File: config.mk
export PLATFORM = sky130hd
export DESIGN_NAME = demux1to8_buffered
export DESIGN_NICKNAME = d
export VERILOG_FILES = /design/src/rtl/demux1to8_buffered.sv
export SDC_FILE = /design/constraint.sdc
export NUM_CORES = 1
export LEC_CHECK = 0
export ABC_AREA = 1
export CAP_MARGIN = 40
export CORE_MARGIN = 1.5
export CORE_UTILIZATION = 40
export DETAILED_ROUTE_END_ITERATION = 10
export GPL_TIMING_DRIVEN = 0
export PLACE_DENSITY = 0.74
export SYNTH_ARGS = -nofsm -noshare
export SYNTH_HDL_FRONTEND = slang
export SYNTH_SLANG_ARGS = --single-unit
File: constraint.sdc
create_clock -name clk -period 8.8 [get_ports clk]
set_input_delay 1.76 -clock clk [delete_from_list [all_inputs] [get_ports clk]]
set_output_delay 1.76 -clock clk [all_outputs]
set_load 0.05 [all_outputs]
File: src/rtl/demux1to8_buffered.sv
// Registered 1-to-8 word distributor: each accepted word lands in a one-deep slot for its
// destination channel, and every slot drains independently through its own valid/ready pair.
module demux1to8_buffered #(
    parameter int unsigned WIDTH = 32,
    parameter int unsigned NCH   = 8
) (
    input  logic                 clk,
    input  logic                 rst_n,
    input  logic                 in_valid,
    output logic                 in_ready,
    input  logic [2:0]           in_sel,
    input  logic [WIDTH-1:0]     in_data,
    output logic [NCH-1:0]       out_valid,
    input  logic [NCH-1:0]       out_ready,
    output logic [NCH*WIDTH-1:0] out_data,
    output logic [3:0]           occupancy
);

    logic [NCH-1:0]   full_q, full_d;
    logic [WIDTH-1:0] slot_q [NCH];
    logic [WIDTH-1:0] slot_d [NCH];
    logic [NCH-1:0]   acc_dec;
    logic [NCH-1:0]   drn;
    logic             acc;

    // A full slot still accepts when its consumer empties it in the same cycle.
    assign in_ready = ~full_q[in_sel] | out_ready[in_sel];
    assign acc      = in_valid & in_ready;
    assign drn      = full_q & out_ready;

    always_comb begin
        acc_dec = '0;
        if (acc) begin
            acc_dec[in_sel] = 1'b1;
        end
    end

    always_comb begin
        full_d = (full_q & ~drn) | acc_dec;
        for (int i = 0; i < NCH; i++) begin
            slot_d[i] = slot_q[i];
            if (acc_dec[i]) begin
                slot_d[i] = in_data;
            end
        end
    end

    always_ff @(posedge clk) begin
        if (!rst_n) begin
            full_q <= '0;
            for (int i = 0; i < NCH; i++) begin
                slot_q[i] <= '0;
            end
        end else begin
            full_q <= full_d;
            for (int i = 0; i < NCH; i++) begin
                slot_q[i] <= slot_d[i];
            end
        end
    end

    always_comb begin
        occupancy = '0;
        for (int i = 0; i < NCH; i++) begin
            occupancy = occupancy + {3'b000, full_q[i]};
        end
    end

    assign out_valid = full_q;

    always_comb begin
        out_data = '0;
        for (int i = 0; i < NCH; i++) begin
            out_data[i*WIDTH +: WIDTH] = slot_q[i];
        end
    end

endmodule
==> results.md, run 1 <==
- The run finished with clean final reports.
- The number of buffers inserted during clock tree synthesis is 29.
- At the worst endpoint, the required time is 7.04 ns.
- The effective utilization at floorplan is 40.48%.
- The adder and majority gate portion of the synthesized area is 0.8953%.
- The path class of the tightest hold or removal check is reg -> reg.
- Setup slack on the critical path of the routed design comes to 2.820 ns.
- Synthesis handed over a netlist of 2079 instances.
- For this run, design rule violations remaining after detail routing come to 0.
- In this run the deepest clock path goes through 3 buffers.
- Of the cells placed in the final design, the portion with a size suffix greater than 1 is 4.419%.
- For this run, the top clock speed supported by timing is 167.2 MHz.
- The area share of the largest cell type after synthesis is 40.23%.
- The tool flagged a number of max-cap violations equal to 0.
- IR analysis of the VDD net gives a maximum drop of 0.2005 mV.
- The initial antenna violation count was 0.
- The number of fill cells in the layout is 3092.
- The floorplan step defined a die boundary enclosing 33940 um^2.
- The count of port buffers added during placement is 313.
- After clock tree synthesis, the clock-pin slew on the worst setup and hold paths is 0.06 ns.
- The final RePlAce weighted congestion is 0.8685.
- By startpoint and endpoint, the worst setup path is classified as in -> out.
- The horizontal die dimension is 184.2 um.
- The average size of a mapped cell is 6.319 um^2.
- Of all cell types, the one taking the most synthesized area is dfxtp_1.
- The die height is 184.2 um.
- The dominant combinational cell family by area after synthesis is simple AND/OR/NAND/NOR gates.
- The fraction of the mapped netlist area in simple logic gates is 36.30%.
- Measured against the total synthesized area, the mux share comes to 0%.
- The synthesized netlist net count is 2132.
- The fraction of the core area covered by cells at the end of the flow is 54.74%.
- The top-level I/O count is 315.
- The average wire per standard cell is 16.23 um.
- The top cell types in the final layout, fill and taps aside, are inv_1, nand2_1, clkdlybuf4s50_1.
- The highest net fanout along the worst path is 10.
- Using the TritonRoute via totals, the vias-per-cell ratio works out to 4.752.
- For this run, the total global-route usage over all layers was measured as 27.21%.
- The library cell used as clock root buffer is clkbuf_16.
- The worst slack on hold paths is 0.4833 ns.
- The number of H-tree levels is 1.
- The clock latency at the later pin of the worst-skew pair is 0.55 ns.
- The routed via count is 13720.
- The max-slew violation count is 0.
- The total detailed-routing wirelength is 46.84 mm.
- Setup violations remaining at the end of the flow were counted as 0.
- The area growth from synthesis to layout is 35.23%.
- The synthesized netlist devotes 0.3048% of its cell area to compound gates.
- 0 antenna diodes ended up in the layout.
- The hold violation count in the final report is 0.
- The first global-routing pass estimated 70.68 mm of wire.
- The synthesized netlist devotes 0.06667% of its cell area to XOR and XNOR gates.
- The count of cell types in the netlist is 18.
- The clock net in this run drives a total of 264 sinks.
- The commonest non-fill, non-tap cell in the layout is inv_1.
- TritonCTS built the clock tree.
- The kind of launch point of the worst setup path is a primary input.
- The total power per unit cell area is 173.5 nW/um^2.
- The cell leakage power is 8.383 nW.
- Setup repair after global routing left no endpoint under its margin.
- The count of state elements after synthesis is 264.
- Summed over all layers, the global routing overflow is 0.
- Data arrives at the worst endpoint at 4.22 ns.
- Detailed placement finished with a half-perimeter wire length of 34.56 mm.
- During synthesis, Yosys emitted a total of 0 warnings.
- The cell area after technology mapping is 13140 um^2.
- The portion of the post-synthesis area used by sequential elements is 40.23%.
- The first routing iteration left 1074 violations.
- The number of buffers inserted for hold repair after clock tree synthesis is 0.
- The first-pass iteration count of the detailed router is 8.
- Once the clock tree was built, the setup fixing pass inserted 0 buffers.
- The final setup skew is 0.01202 ns.
- The element type at the critical path end is an output port.
- Once detail routing completed, the nets flagged for antenna violations numbered 0.
- OpenSTA, run right after detailed placement, puts the worst setup slack at 2.883 ns.
- The slew at the pin closest to its max-slew limit is 0.8765 ns.
- Entering global routing, the biggest net connects 15 pins.
- The area of the core is 32450 um^2.
- Setup total negative slack on the finished layout was measured at 0 ns.
- The clock period minus final worst setup slack is 5.980 ns.
- The number of global-route vias before repair was 12760.
- The worst path uses 67.95% of the clock period.
- The worst-case headroom to the max-slew limit is 41.35%.
- The design draws 3.082 mW.
- Row generation in the floorplan step produced 66 rows.
- The count of instances resized after the clock tree is built is 0.
- Yosys attributes the largest share of cell area to dfxtp_1, inv_1, nand2_1.
- The net total in the final layout is 2476.
==> state kept, by name, indices dropped and copies added, names as in the netlist <==
name	flops
out_valid	8
slot_q	256
==> critical path: stages <==
cell,delay (ns)
clkdlybuf4s50_1,0.55
inv_2,0.07
buf_4,0.17
nand2_1,0.06
nand3_1,0.07
nand2_1,0.09
nor2_1,0.05
nand2_2,0.11
buf_6,0.19
buf_2,0.23
clkdlybuf4s50_1,0.85
==> area by class of cell <==
cell class / instances / area, um^2 / share of cell area (%)
Buffer: 137 / 758.2 / 4.268
Clock buffer: 41 / 820.8 / 4.620
Clock inverter: 11 / 121.4 / 0.6832
Inverter: 575 / 2158 / 12.15
Multi-Input combinational cell: 1103 / 4935 / 27.78
Sequential cell: 264 / 5285 / 29.75
Tap cell: 442 / 553.0 / 3.113
Timing Repair Buffer: 313 / 3133 / 17.64
==> cells by family after synthesis <==
group	after synthesis
flip-flops	264
buffers and inverters	712
AND/OR/NAND/NOR	1087
XOR/XNOR	1
adder cells (fa/ha/maj)	7
AO/OA/AOI/OAI	8
==> final timing paths <==
check / startpoint / end / slack, ns / cells after the start
setup / recovery: in_sel[0] / in_ready / 2.82 / 11
hold / removal: out_valid[4] / out_valid[4] / 0.48 / 2
setup reg to reg: out_valid[1] / slot_q[1][126] / 6.92 / 12
hold reg to reg: out_valid[4] / out_valid[4] / 0.48 / 2
==> cell usage after synthesis <==
| master | instances |
|---|---|
| nand2_2 | 1 |
| fa_1 | 4 |
| buf_1 | 10 |
| inv_2 | 1 |
| nor2_1 | 268 |
| buf_6 | 27 |
| xnor2_1 | 1 |
| nand4_1 | 256 |
| clkbuf_1 | 71 |
| ha_1 | 3 |
| inv_1 | 574 |
| buf_2 | 27 |
| nand3_1 | 11 |
| a21oi_1 | 8 |
| nand2_1 | 546 |
| dfxtp_1 | 264 |
| nand3_2 | 5 |
| buf_4 | 2 |
==> through the flow <==
step                instances  cell area, um^2
global route             2886            17760
detailed placement       2834            16820
floorplan                2079            13140
global placement         2834            16820
finish                   2886            17760
CTS                      2886            17760
==> power breakdown <==
group	leakage [nW]	total, mW	switching, mW	internal [mW]
Sequential	2.14	1.27	0.0279	1.24
Clock	0.464	1.22	0.512	0.708
Combinational	5.77	0.595	0.413	0.183
Total	8.38	3.08	0.952	2.13
==> per-layer routing <==
layer	routed length (um)	up-vias	global-route usage (%)	part of all wire, %
met5	0	-	0	0
met4	1695	0	9.377	3.6
met3	4161	106	5.631	8.9
met2	21920	602	47.59	47
met1	19050	6179	33.06	41
li1	-	6828	-	-
(Power assumes the default switching activity.)
==> inputs of run 2 (changes only) <==
Settings changed: PLACE_DENSITY 0.74 to 0.76.
Clock period 8.8 ns to 5.4 ns, I/O delays scaled along.
==> run 2 against run 1 <==
Against the previous run:
- sequential power up 63%
- critical path depth down 1
- worst hold slack better by 0.0064 ns
- worst setup slack worse by 2.6 ns
- clock-buffer cell count unchanged
- clock skew down 0.0020 ns
- flip-flop and latch count unchanged
- first-iteration DRC count up 4.9%
- die area unchanged
- sequential share of layout area about the same
- power up 64%
- global-route usage up 0.48 points
==> results.md, run 2 (synthesis gave the netlist of run 1 again) <==
- The final setup violation count came to 0 (unchanged).
- The worst vdd rail ir drop came to 0.2146 mV (was 0.2005 mV).
- The number of rows created at floorplan is 66 (unchanged).
- The worst-case headroom to the max-slew limit is 46.02% (was 41.35%).
- The largest net degree at the start of global routing is 14 (was 15).
- Most frequent cells in the layout: inv_1, nand2_1, clkdlybuf4s50_1 (unchanged).
- The worst setup path startpoint is out_valid[0] (was in_sel[0]).
- The upper clock frequency limit is 194.0 MHz.
- The maximum buffer depth of the clock tree is 3 (unchanged).
- The net total in the final layout was 2476 (unchanged).
- The number of setup buffers added after CTS is 0 (unchanged).
- The final RePlAce weighted congestion is 0.8729 (was 0.8685).
- The internal power consumption is 3.503 mW (was 2.130 mW).
- The total grt overflow is 0 (unchanged).
- The clock period could shrink to 5.154 ns.
- The first-pass iteration count of the detailed router was 6 (was 8).
- The total detailed-routing wirelength is 47.46 mm (was 46.84 mm).
- The total net switching power is 1.539 mW (was 952.3 uW).
- The total power per unit cell area came to 283.5 nW/um^2 (was 173.5 nW/um^2).
- Among the stages of the critical path, the cell type that occurs most often is fa_1.
- The setup slack of the critical path after layout is 0.2463 ns (was 2.820 ns).
- The worst slack on hold paths is 0.4897 ns (was 0.4833 ns).
- The setup TNS is 0 ns (unchanged).
- The clock latency at the later pin of the worst-skew pair is 0.55 ns (about the same).
- The count of port buffers added during placement is 313 (unchanged).
- The worst path arrival time is 4.07 ns (was 4.22 ns).
- The number of antenna-violating nets in the routed design is 0 (unchanged).
- The hold violation count in the final report was 0 (unchanged).
- The startpoint of the lowest-slack hold path was out_valid[6] (was out_valid[4]).
- The switching power share of the total is 30.53% (was 30.90%).
- The flip-flop count of the largest register after layout is 256 (unchanged).
- The area overhead of the layout relative to synthesis is 35.41% (was 35.23%).
- The CTS tree is done (unchanged).
- The DRC violation count after routing was 0 (unchanged).
- The slew at the pin closest to its max-slew limit is 0.8067 ns (was 0.8765 ns).
- The number of H-tree levels was 1 (unchanged).
- The effective utilization at floorplan is 40.48% (unchanged).
- The horizontal die dimension was 184.2 um (unchanged).
- The sequential cell fraction of total power was 41.0% (was 41.1%).
- The routed via count was 13610 (was 13720).
- RSZ-0062 raised after global routing: false (unchanged).
- The commonest non-fill, non-tap cell in the layout is inv_1 (unchanged).
- The source of the worst register-to-register timing path was out_valid[0] (was out_valid[1]).
- The overall die area is 33940 um^2 (unchanged).
- The max-cap check violation count came to 0 (unchanged).
- The number of global-route vias before repair was 13020 (was 12760).
- The category of the critical setup timing path is reg -> out (was in -> out).
- The fraction of final layout cells with drive strength greater than 1 is 4.542% (was 4.419%).
- The area of the core is 32450 um^2 (unchanged).
- The global-route wire length before repair is 71.82 mm (was 70.68 mm).
- The number of buffers inserted during clock tree synthesis was 29 (unchanged).
- The maximum cell stage delay along the critical path was 0.82 ns (was 0.85 ns).
- The die height is 184.2 um (unchanged).
- The kind of launch point of the worst setup path was a flop (was primary input).
- The cell leakage power is 8.402 nW (was 8.383 nW).
- The library cell used as clock root buffer is clkbuf_16 (unchanged).
- The standard cell with the maximum stage delay on the critical path is clkdlybuf4s50_1 (unchanged).
- The kind of path behind the tightest hold check is reg -> reg (unchanged).
- The top-level I/O count was 315 (unchanged).
- The number of clock sinks seen by CTS is 264 (unchanged).
- The average wire per standard cell is 16.44 um (was 16.23 um).
- The element type at the critical path end is an output port (unchanged).
- The count of instances resized after the clock tree is built was 0 (unchanged).
- The number of buffers inserted for hold repair after clock tree synthesis is 0 (unchanged).
- The max-slew violation count was 0 (unchanged).
- The number of DRC markers after the initial detailed-route iteration came to 1127 (was 1074).
- The total global routing track utilization is 27.69% (was 27.21%).
- The detail-routed via count per cell is 4.713 (was 4.752).
- The worst setup slack after placement is 0.8234 ns (was 2.883 ns).
- The initial antenna violation count is 1 (was 0).
- The final setup skew is 0.01003 ns (was 0.01202 ns).
- The largest register by flop count is slot_q (unchanged).
- The portion of total power attributed to the clock network is 39.7% (was 39.6%).
- The CTS clock-pin slew for the worst setup and hold paths is 0.06 ns (about the same).
- Status: completed (unchanged).
- The relative contribution of combinational cells to total power came to 19.3% (about the same).
- The final critical path takes up 95.44% of the cycle.
- The highest net fanout along the worst path was 4 (was 10).
- The placed wire-length estimate came to 34.90 mm (was 34.56 mm).
- The worst path required time is 4.32 ns (was 7.04 ns).
- Cell chain of the critical path: fa_1 -> inv_1 -> fa_1 -> fa_1 -> inv_1 -> ha_1 -> inv_1 -> fa_1 -> xnor2_1 -> clkdlybuf4s50_1 (was clkdlybuf4s50_1 -> inv_2 -> buf_4 -> nand2_1 -> nand3_1 -> nand2_1 -> nor2_1 -> nand2_2 -> buf_6 -> buf_2 -> clkdlybuf4s50_1).
==> run 2: cell type report <==
class,instances,area (um^2)
clock inverters,11,112.6
clock buffers,41,850.8
diodes,1,2.502
plain buffers,137,758.2
fillers,3058,14670
inverters,575,2158
repair buffers,313,3133
multi-input cells,1103,4935
flip-flops and latches,264,5285
well taps,442,553.0
==> run 2: critical path: cells and delay by family, from the launching register on <==
kind | cells | cell delay [ns]
xor+xnor | 1 | 0.15
fa+ha+maj | 5 | 2.02
buf+inv | 4 | 1.01
flops | 1 | 0.36
==> run 2: final timing paths <==
path              depth (start not counted)             to  slack, ns
setup / recovery                         10   occupancy[2]       0.25
hold / removal                            2   out_valid[6]       0.49
setup reg to reg                         12  slot_q[1][88]       3.50
hold reg to reg                           2   out_valid[6]       0.49
==> run 2: metrics by stage <==
| step | area [um^2] | instances | power [mW] | utilization (%) |
|---|---|---|---|---|
| after floorplan | 13140 | 2079 | 2.730 | - |
| after global placement | 16820 | 2834 | 3.053 | 51.84 |
| after detailed placement | 16820 | 2834 | 3.067 | 51.84 |
| after CTS | 17790 | 2886 | 5.059 | 54.80 |
| after global routing | 17790 | 2887 | 5.230 | 54.81 |
| final | 17790 | 2887 | 5.043 | 54.81 |
==> run 2: power groups by stage <==
stage | Sequential (mW) | Clock [mW] | Combinational [mW]
floorplan | 2.35 | 0 | 0.384
global placement | 2.11 | 0 | 0.947
detailed placement | 2.11 | 0 | 0.960
CTS | 2.07 | 2.03 | 0.966
global route | 2.07 | 2.11 | 1.04
finish | 2.07 | 2.00 | 0.972
==> run 2: metal layers <==
metal	vias up	routed length, um	GRT usage (%)
met5	-	0	0
met4	0	2166	12.72
met3	127	4100	5.453
met2	586	21650	46.73
met1	6073	19540	34.00
li1	6820	-	-
==> inputs of run 3 (changes only) <==
Settings changed: HOLD_SLACK_MARGIN from default to 0.03.
==> results of run 3 <==
Final layout, timing and power as in run 2 (identical DEF).
